==> src/rtl/mem_arbiter.sv <==
// Two-port (fetch / load-store) arbiter in front of a single-port synchronous RAM.
// Optional IF starvation guard is compiled in with macro ARB_STARVE_GUARD_EN.
module mem_arbiter #(
    parameter int ADDR_WIDTH   = 12,
    parameter int STARVE_LIMIT = 4
) (
    input  logic                  clk,
    input  logic                  rst_n,
    input  logic                  if_req,
    input  logic [ADDR_WIDTH-1:0] if_addr,
    output logic                  if_gnt,
    output logic                  if_rvalid,
    input  logic                  lsu_req,
    input  logic                  lsu_we,
    input  logic [3:0]            lsu_be,
    input  logic [ADDR_WIDTH-1:0] lsu_addr,
    input  logic [31:0]           lsu_wdata,
    output logic                  lsu_gnt,
    output logic                  lsu_rvalid,
    output logic [31:0]           rsp_rdata,
    output logic                  mem_req,
    output logic                  mem_we,
    output logic [3:0]            mem_be,
    output logic [ADDR_WIDTH-1:0] mem_addr,
    output logic [31:0]           mem_wdata,
    input  logic [31:0]           mem_rdata
);

    localparam logic [1:0] IDLE   = 2'd0;
    localparam logic [1:0] RD_IF  = 2'd1;
    localparam logic [1:0] RD_LSU = 2'd2;

    logic [1:0] state;
    logic [1:0] state_nxt;
    logic       force_if;

`ifdef ARB_STARVE_GUARD_EN
    localparam int CW = $clog2(STARVE_LIMIT + 1);
    localparam logic [CW-1:0] LIMIT = CW'(STARVE_LIMIT);

    logic [CW-1:0] starve_cnt;

    assign force_if = (starve_cnt == LIMIT);

    // Count consecutive cycles IF is refused, saturating at the limit
    always_ff @(posedge clk or negedge rst_n) begin
        if (!rst_n) begin
            starve_cnt <= '0;
        end else if (!if_req || if_gnt) begin
            starve_cnt <= '0;
        end else if (starve_cnt != LIMIT) begin
            starve_cnt <= starve_cnt + CW'(1);
        end
    end
`else
    // Guard disabled: LSU always wins; the limit only shapes the interface
    assign force_if = (STARVE_LIMIT < 0);
`endif

    // Grant decision: LSU first unless IF has been starved too long
    always_comb begin
        if_gnt  = 1'b0;
        lsu_gnt = 1'b0;
        if (rst_n) begin
            if (if_req && (!lsu_req || force_if)) begin
                if_gnt = 1'b1;
            end else if (lsu_req) begin
                lsu_gnt = 1'b1;
            end
        end
    end

    // Route the winner onto the memory port in the grant cycle
    always_comb begin
        mem_req   = 1'b0;
        mem_we    = 1'b0;
        mem_be    = 4'h0;
        mem_addr  = if_addr;
        mem_wdata = 32'h0;
        if (lsu_gnt) begin
            mem_req   = 1'b1;
            mem_we    = lsu_we;
            mem_be    = lsu_be;
            mem_addr  = lsu_addr;
            mem_wdata = lsu_wdata;
        end else if (if_gnt) begin
            mem_req   = 1'b1;
            mem_be    = 4'hF;
        end
    end

    // Remember who owns the read that returns next cycle
    always_comb begin
        unique case (1'b1)
            if_gnt:             state_nxt = RD_IF;
            lsu_gnt && !lsu_we: state_nxt = RD_LSU;
            default:            state_nxt = IDLE;
        endcase
    end

    // Response state register; reset drops any read in flight
    always_ff @(posedge clk or negedge rst_n) begin
        if (!rst_n) begin
            state <= IDLE;
        end else begin
            state <= state_nxt;
        end
    end

    assign if_rvalid  = (state == RD_IF);
    assign lsu_rvalid = (state == RD_LSU);
    assign rsp_rdata  = (state != IDLE) ? mem_rdata : 32'h0;

endmodule

==> config.mk <==
export PLATFORM = sky130hd
export DESIGN_NAME = mem_arbiter
export DESIGN_NICKNAME = d
export VERILOG_FILES = /design/src/rtl/mem_arbiter.sv
export SDC_FILE = /design/constraint.sdc
export NUM_CORES = 1
export LEC_CHECK = 0
export CORE_AREA = 10 10 63 65
export CTS_BUF_LIST = sky130_fd_sc_hd__clkbuf_2 sky130_fd_sc_hd__clkbuf_4 sky130_fd_sc_hd__clkbuf_8
export DETAILED_ROUTE_END_ITERATION = 8
export DIE_AREA = 0 0 73 75
export DONT_BUFFER_PORTS = 1
export PLACE_DENSITY = 0.53
export SYNTH_ARGS = -nofsm -noshare
export SYNTH_HDL_FRONTEND = slang
export SYNTH_SLANG_ARGS = --single-unit
==> constraint.sdc <==
create_clock -name clk -period 2.84 [get_ports clk]
set_clock_uncertainty 0.1 [all_clocks]
set_input_delay 0.568 -clock clk [delete_from_list [all_inputs] [get_ports clk]]
set_output_delay 0.568 -clock clk [all_outputs]
set_load 0.005 [all_outputs]
; ---- Yosys cells after proc, flatten, opt, wreduce, memory -nomap -nowiden
; Index checks and enable logic that the tools add are counted.
[word_totals]
out_inout_bits = 86
inputBits = 97
word_cells = 22
reg_bits = 2
[classes]
n_eq_ne = 2
mux = 14
reduce_logical = 5
[op_table]
columns = op, n
row1 = 32-bit 2-to-1 mux, 2
row2 = 12-bit 2-to-1 mux, 1
row3 = 1-bit 2-to-1 mux, 8
row4 = 4-bit 2-to-1 mux, 2
row5 = 2-bit case mux with 2 select lines, 1
row6 = 2-bit by 1-bit == test with 1-bit output (second input constant), 1
row7 = 2-bit == test (second input constant), 1
row8 = 1-bit logical AND, 2
row9 = 1-bit zero test, 2
row10 = 2-bit nonzero test, 1

; ---- Depth between registers and ports, before layout
; Gate-level depths: netlist of the first run.
[logic_depth]
ltp_word = 6
depth_mapped = 3
ltp_nobuf = 2

; ---- Worst setup path before layout of the first run
; OpenSTA, ideal clock, no wires.
[synth_path]
path_kind = input port to output port
startpoint = input lsu_req
endpoint = output mem_addr[0]
arrival_ns = 1.136
path_buffers = 1
path_stages = 3
path_slack_ns = 1.036
required_time_ns = 2.172
cell_sequence = nand2_2 -> buf_6 -> mux2_4
[synth_between]
elab_chain_len = 5
word_cells_on_any_way = 6
classes_between = mux (4) / reduce/logical (2)
[synth_lines]
columns = element, line_no
row1 = from (decl), 13  ; input logic lsu_req,
row2 = 1-bit zero test, 65  ; if (if_req && (!lsu_req || force_if)) begin
row3 = 1-bit logical AND, 65
row4 = 1-bit 2-to-1 mux (*), 65
row5 = 1-bit 2-to-1 mux (*), 64  ; if (rst_n) begin
row6 = 12-bit 2-to-1 mux (*), 80  ; if (lsu_gnt) begin
row7 = to (decl), 24  ; output logic [ADDR_WIDTH-1:0] mem_addr,
; Mark *: on every way between the ends. The rest lies on a longest branch, timed or not.

; ---- Worst setup path in the final report of the first run
[layout_path]
startpoint = input rst_n
endpoint = output mem_addr[7]
[layout_between]
elab_chain_len = 2
[layout_lines]
columns = element, line_no
row1 = from (decl), 8  ; input logic rst_n,
row2 = 1-bit 2-to-1 mux, 64
row3 = 12-bit 2-to-1 mux, 80
; Every way passes these cells.

==> metrics.md, run 1 <==
| Metric | Value |
|---|---|
| Pin count of the biggest net entering global routing | 41 |
| Peak supply drop | 134 µV |
| Top flop regs | state (2) |
| Cts hold-fix bufs | 1 |
| CP Max Fanout | 36 |
| Flops & latches, synth | 2 |
| CTS tree | built |
| Clock buffer depth | 2 |
| Setup Fix Bufs, Post-CTS | 0 |
| Hold crit path type | input port to register |
| Inserted Clock Buffers | 3 |
| Outcome | finished, final reports clean |
| Iter 0 DRT Violations | 23 |
| Die X | 73 µm |
| Cell area after synthesis | 778 µm² |
| Antenna violations before repair | 1 |
| Most area-hungry cell type in the Yosys netlist | and3_1 |
| Area growth, synth to finish | 3.54% |
| Min-delay src | lsu_we |
| Synth cell types | 15 |
| Core area | 0.00271 mm² |
| Die height | 75 µm |
| Power Total | 0.000192 W |
| Max reg flops | 2 |
| Drt wl/cell | 34.1 µm |
| Leak Pwr | 0.494 nW |
| Synth area leaders | and3_1 (27%), mux2_4 (15%), nor2b_1 (15%) |
| Setup_tns | 0 ns |
| Clock sinks | 2 |
| Slew margin rel. | 0.748 |
| Worst-Margin Slew | 0.376 ns |
| Crit path max-delay cell type | mux2_2 |
| Seq/Total Area, Yosys | 0.0643 |
| Syn_nets | 206 |
| Worst hold stages | 1 |
| Period utilization | 0.676 |
| Final hold viol count | 0 |
| DRT Wirelength | 4570 µm |
| Avg Cell Area, Syn | 7.14 µm² |
| Period minus WS final | 1.92 ns |
| Max-slew violation count | 0 |
| Fin nets | 202 |
| Input/output buffers | 0 |
| PwrDens | 238 mW/mm² |
| Inserted Diodes | 0 |
| Clock-pin transition on the worst setup and hold timing paths | 0.03 ns |
| Crit path kind | input port to output pin |
| Final setup viols | 0 |
| Largest stage delay, worst path | 0.40 ns |
| Max_cap viols | 0 |
| Warnings from Yosys | 0 |
| Grt ovf | 0 |
| Mapped Cells | 109 |
| Boundary pin count | 183 |
| DR vias/cell | 6.07 |
| Hold EP | state[1] |
| Die Area | 0.00548 mm² |
| RSZ-0062 raised after global routing | no |
| Routability cong. | 0.791 |
| Proportion of layout cells with a drive suffix above 1 | 0.165 |
| First-pass GRT wire length | 5690 µm |
| DR vias | 813 |
| Root Buffer Master | clkbuf_4 |
| Initial Util | 0.287 |
| # H-tree levels | 1 |
| CP Data Arrival Time | 1.25 ns |
| Data required, critical path | 2.17 ns |
| Core Util, Final | 0.297 |
| Delay-heaviest family, CP | multiplexers |
| Post-route antenna net violation count | 0 |
| Bufs and invs on worst path | 0 |
| Vias in the first global route | 925 |
| Fmax | 521 MHz |
| # DRC | 0 |
| Pre-antenna DRT Iters | 4 |
| Placement row count | 19 |
| Largest reg by FF count | state |
| Tot GR Track Use | 0.132 |
| Worst-path cell chain | nand2_2 -> mux2_2 |
| CP Launch Type | input port |
| Synth top area share | 0.265 |
| Critical Path End Type | output pin |
| CTS resizes | 0 |
==> placed cells by master, fill, tap and decap left out <==
cell type and n:
nand2b_1 1, mux2_2 4, mux2_4 8, nand2_2 1, and2b_1 15, a21oi_1 4, inv_1 2, nand2_1 4
buf_4 1, dlygate4sd3_1 1, dfrtp_1 2, clkbuf_4 3, nor2b_1 19, and3_1 33, nor2_1 5
==> per-layer routing <==
metal	vias up	global-route usage	routed length (µm)
met4	2	0.0338	23
met2	112	0.252	2420
met1	342	0.104	1330
met3	4	0.0972	782
li1	353	-	-
met5	-	0	13
==> cells by family after synthesis <==
kind of cell,count (synthesis),synth area share
buffers and inverters,13,0.0756
multiplexers,12,0.212
AO/OA/AOI/OAI,4,0.0257
flip-flops,2,0.0643
AND/OR/NAND/NOR,78,0.622
==> worst max-delay path by stage <==
stage	start	end	cells past startpoint
global route	state[1]	rsp_rdata[6]	3
detailed placement	lsu_req	mem_addr[6]	2
floorplan	lsu_req	mem_addr[0]	3
global placement	lsu_req	mem_addr[6]	2
CTS	lsu_req	mem_addr[6]	2
finish	rst_n	mem_addr[7]	2
==> stage by stage <==
| stage | std cells | worst slack (ns) | instance area, µm² | hold slack, ns |
|---|---|---|---|---|
| floorplan | 109 | 1.04 | 778 | 0.172 |
| global placement | 130 | 0.935 | 773 | 0.173 |
| detailed placement | 130 | 0.920 | 773 | 0.173 |
| CTS | 134 | 0.921 | 806 | 0.299 |
| global route | 134 | 0.850 | 806 | 0.303 |
| finish | 134 | 0.919 | 806 | 0.309 |
==> synth_stat cells <==
| master | number |
|---|---|
| and2b_1 | 15 |
| dfrtp_1 | 2 |
| nand2b_1 | 1 |
| mux2_4 | 8 |
| clkbuf_1 | 8 |
| buf_6 | 1 |
| a21oi_1 | 4 |
| clkbuf_2 | 2 |
| nand2_2 | 1 |
| mux2_2 | 4 |
| inv_1 | 2 |
| nor2_1 | 5 |
| nand2_1 | 4 |
| nor2b_1 | 19 |
| and3_1 | 33 |
==> power breakdown <==
group / switching [W] / leakage, nW / internal, W / total (W)
sequential: 0.000000703 / 0.0269 / 0.0000298 / 0.0000305
combinational: 0.0000507 / 0.453 / 0.0000470 / 0.0000976
clock: 0.0000170 / 0.0138 / 0.0000467 / 0.0000637
total: 0.0000684 / 0.494 / 0.000123 / 0.000192
==> final cells by class <==
type	instances	area [µm²]
fill	278	1900
sequential	2	50.0
inverter	2	7.51
multi-input combinational	94	669
timing repair buffer	2	17.5
tap	31	38.8
clock buffer	3	22.5
No activity file was read; power rests on OpenSTA's default activity.
==> run 2, diff against run 1 <==
clock period = 1.91 ns   (was 2.84 ns; I/O delays follow)
==> run 2 against run 1 <==
  * Cell area increased by 0.31%
  * Sequential share of layout area about the same
  * Critical path depth is 1 higher
  * Non-clock buffer count stayed put
  * Highest routed layer unchanged
  * Critical path type is now register to output pin
  * Largest power group unchanged
  * Worst hold slack got worse by 0.17 ns
  * Largest cell class unchanged
  * Wire length about the same
  * Global-route usage down 0.084 points
  * Flip-flop and latch count is the same
==> metrics.md, run 2 (synthesized netlist as in run 1, its figures left out) <==
| Metric | Value |
|---|---|
| Leak Pwr | 0.494 nW |
| Area of the multi-input gates | 669 µm² |
| Tot GR Track Use | 0.131 |
| Die X | 73 µm |
| Fin nets | 202 |
| Power Internal | 0.000183 W |
| Die Area | 0.00548 mm² |
| Net Sw Frac | 0.350 |
| Vias in the first global route | 902 |
| Hold Slack | 0.137 ns |
| Pre-antenna DRT Iters | 4 |
| CTS resizes | 0 |
| Setup_tns | 0 ns |
| Proportion of layout cells with a drive suffix above 1 | 0.165 |
| Input/output buffers | 0 |
| CTS tree | built |
| Worst Slack Setup Final | 0.207 ns |
| Top flop regs | state (2) |
| Max-slew violation count | 0 |
| Final hold viol count | 0 |
| First-pass GRT wire length | 5670 µm |
| Iter 0 DRT Violations | 15 |
| Clk network pwr share | 0.319 |
| Largest reg by FF count | state |
| Hold crit path type | input port to register |
| Core area | 0.00271 mm² |
| # DRC | 0 |
| Placement row count | 19 |
| CP Max Fanout | 32 |
| Fillers | 287 |
| HPWL Detailed | 4120 µm |
| Die height | 75 µm |
| Inserted Clock Buffers | 3 |
| Area growth, synth to finish | 3.86% |
| DR vias/cell | 6.00 |
| Max reg flops | 2 |
| Drt wl/cell | 33.8 µm |
| # H-tree levels | 1 |
| Critical Path End Type | output pin |
| Grt ovf | 0 |
| Final setup viols | 0 |
| Comb power frac | 0.519 |
| Root Buffer Master | clkbuf_4 |
| CP Launch Type | register |
| CP Data Arrival Time | 1.22 ns |
| Boundary pin count | 183 |
| Outcome | finished, final reports clean |
| Clock buffer depth | 2 |
| Antenna violations before repair | 2 |
| Worst-Margin Slew | 0.389 ns |
| Setup Fix Bufs, Post-CTS | 0 |
| Clock sinks | 2 |
| Slew margin rel. | 0.740 |
| Max_cap viols | 0 |
| Crit path kind | register to output pin |
| Data required, critical path | 1.43 ns |
| Routability cong. | 0.791 |
| Initial Util | 0.287 |
| Pin count of the biggest net entering global routing | 41 |
| Sequential Power Share | 0.161 |
| Sequential standard cell area | 50.0 µm² |
| Setup Slack @ Placement | 0.352 ns |
| PwrDens | 349 mW/mm² |
| Commonest non-fill, non-tap cells in the layout | and3_1 (33), nor2b_1 (19), and2b_1 (15) |
| Period utilization | 0.892 |
| Clock-pin transition on the worst setup and hold timing paths | 0.03 ns |
| Worst hold stages | 1 |
| DRT Wirelength | 4560 µm |
| RSZ-0062 raised after global routing | no |
| Fmax | 587 MHz |
| Total net switching power | 0.0000987 W |
| DR vias | 810 |
| Commonest non-fill, non-tap cell in the layout | and3_1 |
| Peak supply drop | 139 µV |
| Period minus WS final | 1.70 ns |
| Post-route antenna net violation count | 0 |
## run 2: timing repair
action	CTS	global route
endpoints found under the setup margin	0	0
hold buffers	1	0
hold endpoints to repair	2	0
## run 2: final cells by class
type,instances,share of cell area
Inverter,2,0.00929
Sequential cell,2,0.0619
Tap cell,31,0.0480
Multi-Input combinational cell,94,0.828
Timing Repair Buffer,2,0.0217
Clock buffer,3,0.0279
Antenna cell,1,0.00310
## run 2: path summary, 6_finish.rpt
| check | from | endpoint | slack, ns |
|---|---|---|---|
| min in group asynchronous | rst_n | state[0] | 0.31 |
| worst max-delay path | state[1] | rsp_rdata[6] | 0.21 |
| worst min-delay path | lsu_we | state[1] | 0.14 |
| max in group asynchronous | rst_n | state[1] | 1.26 |
## run 2: power groups by stage
stage                     clock [W]  combinational, W  sequential, W
final                     0.0000901          0.000146      0.0000455
after global routing       0.000104          0.000159      0.0000458
after CTS                 0.0000952          0.000152      0.0000455
after detailed placement          0          0.000149      0.0000460
after global placement            0          0.000148      0.0000458
after floorplan                   0          0.000134      0.0000456
## run 2: critical path, stage by stage (launching register included)
cell	delay, ns
dfrtp_1	0.39
nor2_1	0.11
buf_4	0.26
and2b_1	0.25
## run 2: routing by layer
metal,part of all wire,vias up,track usage
li1,-,356,-
met1,0.28,336,0.0973
met5,0.0033,-,0
met2,0.52,112,0.250
met3,0.19,4,0.113
met4,0.0046,2,0.0253
## run 2: stage by stage
stage	util	power (W)	cells	instance area, µm²
floorplan	-	0.000179	109	778
global placement	0.285	0.000193	130	773
detailed placement	0.285	0.000195	130	773
CTS	0.297	0.000293	134	806
global route	0.298	0.000309	135	808
finish	0.298	0.000282	135	808
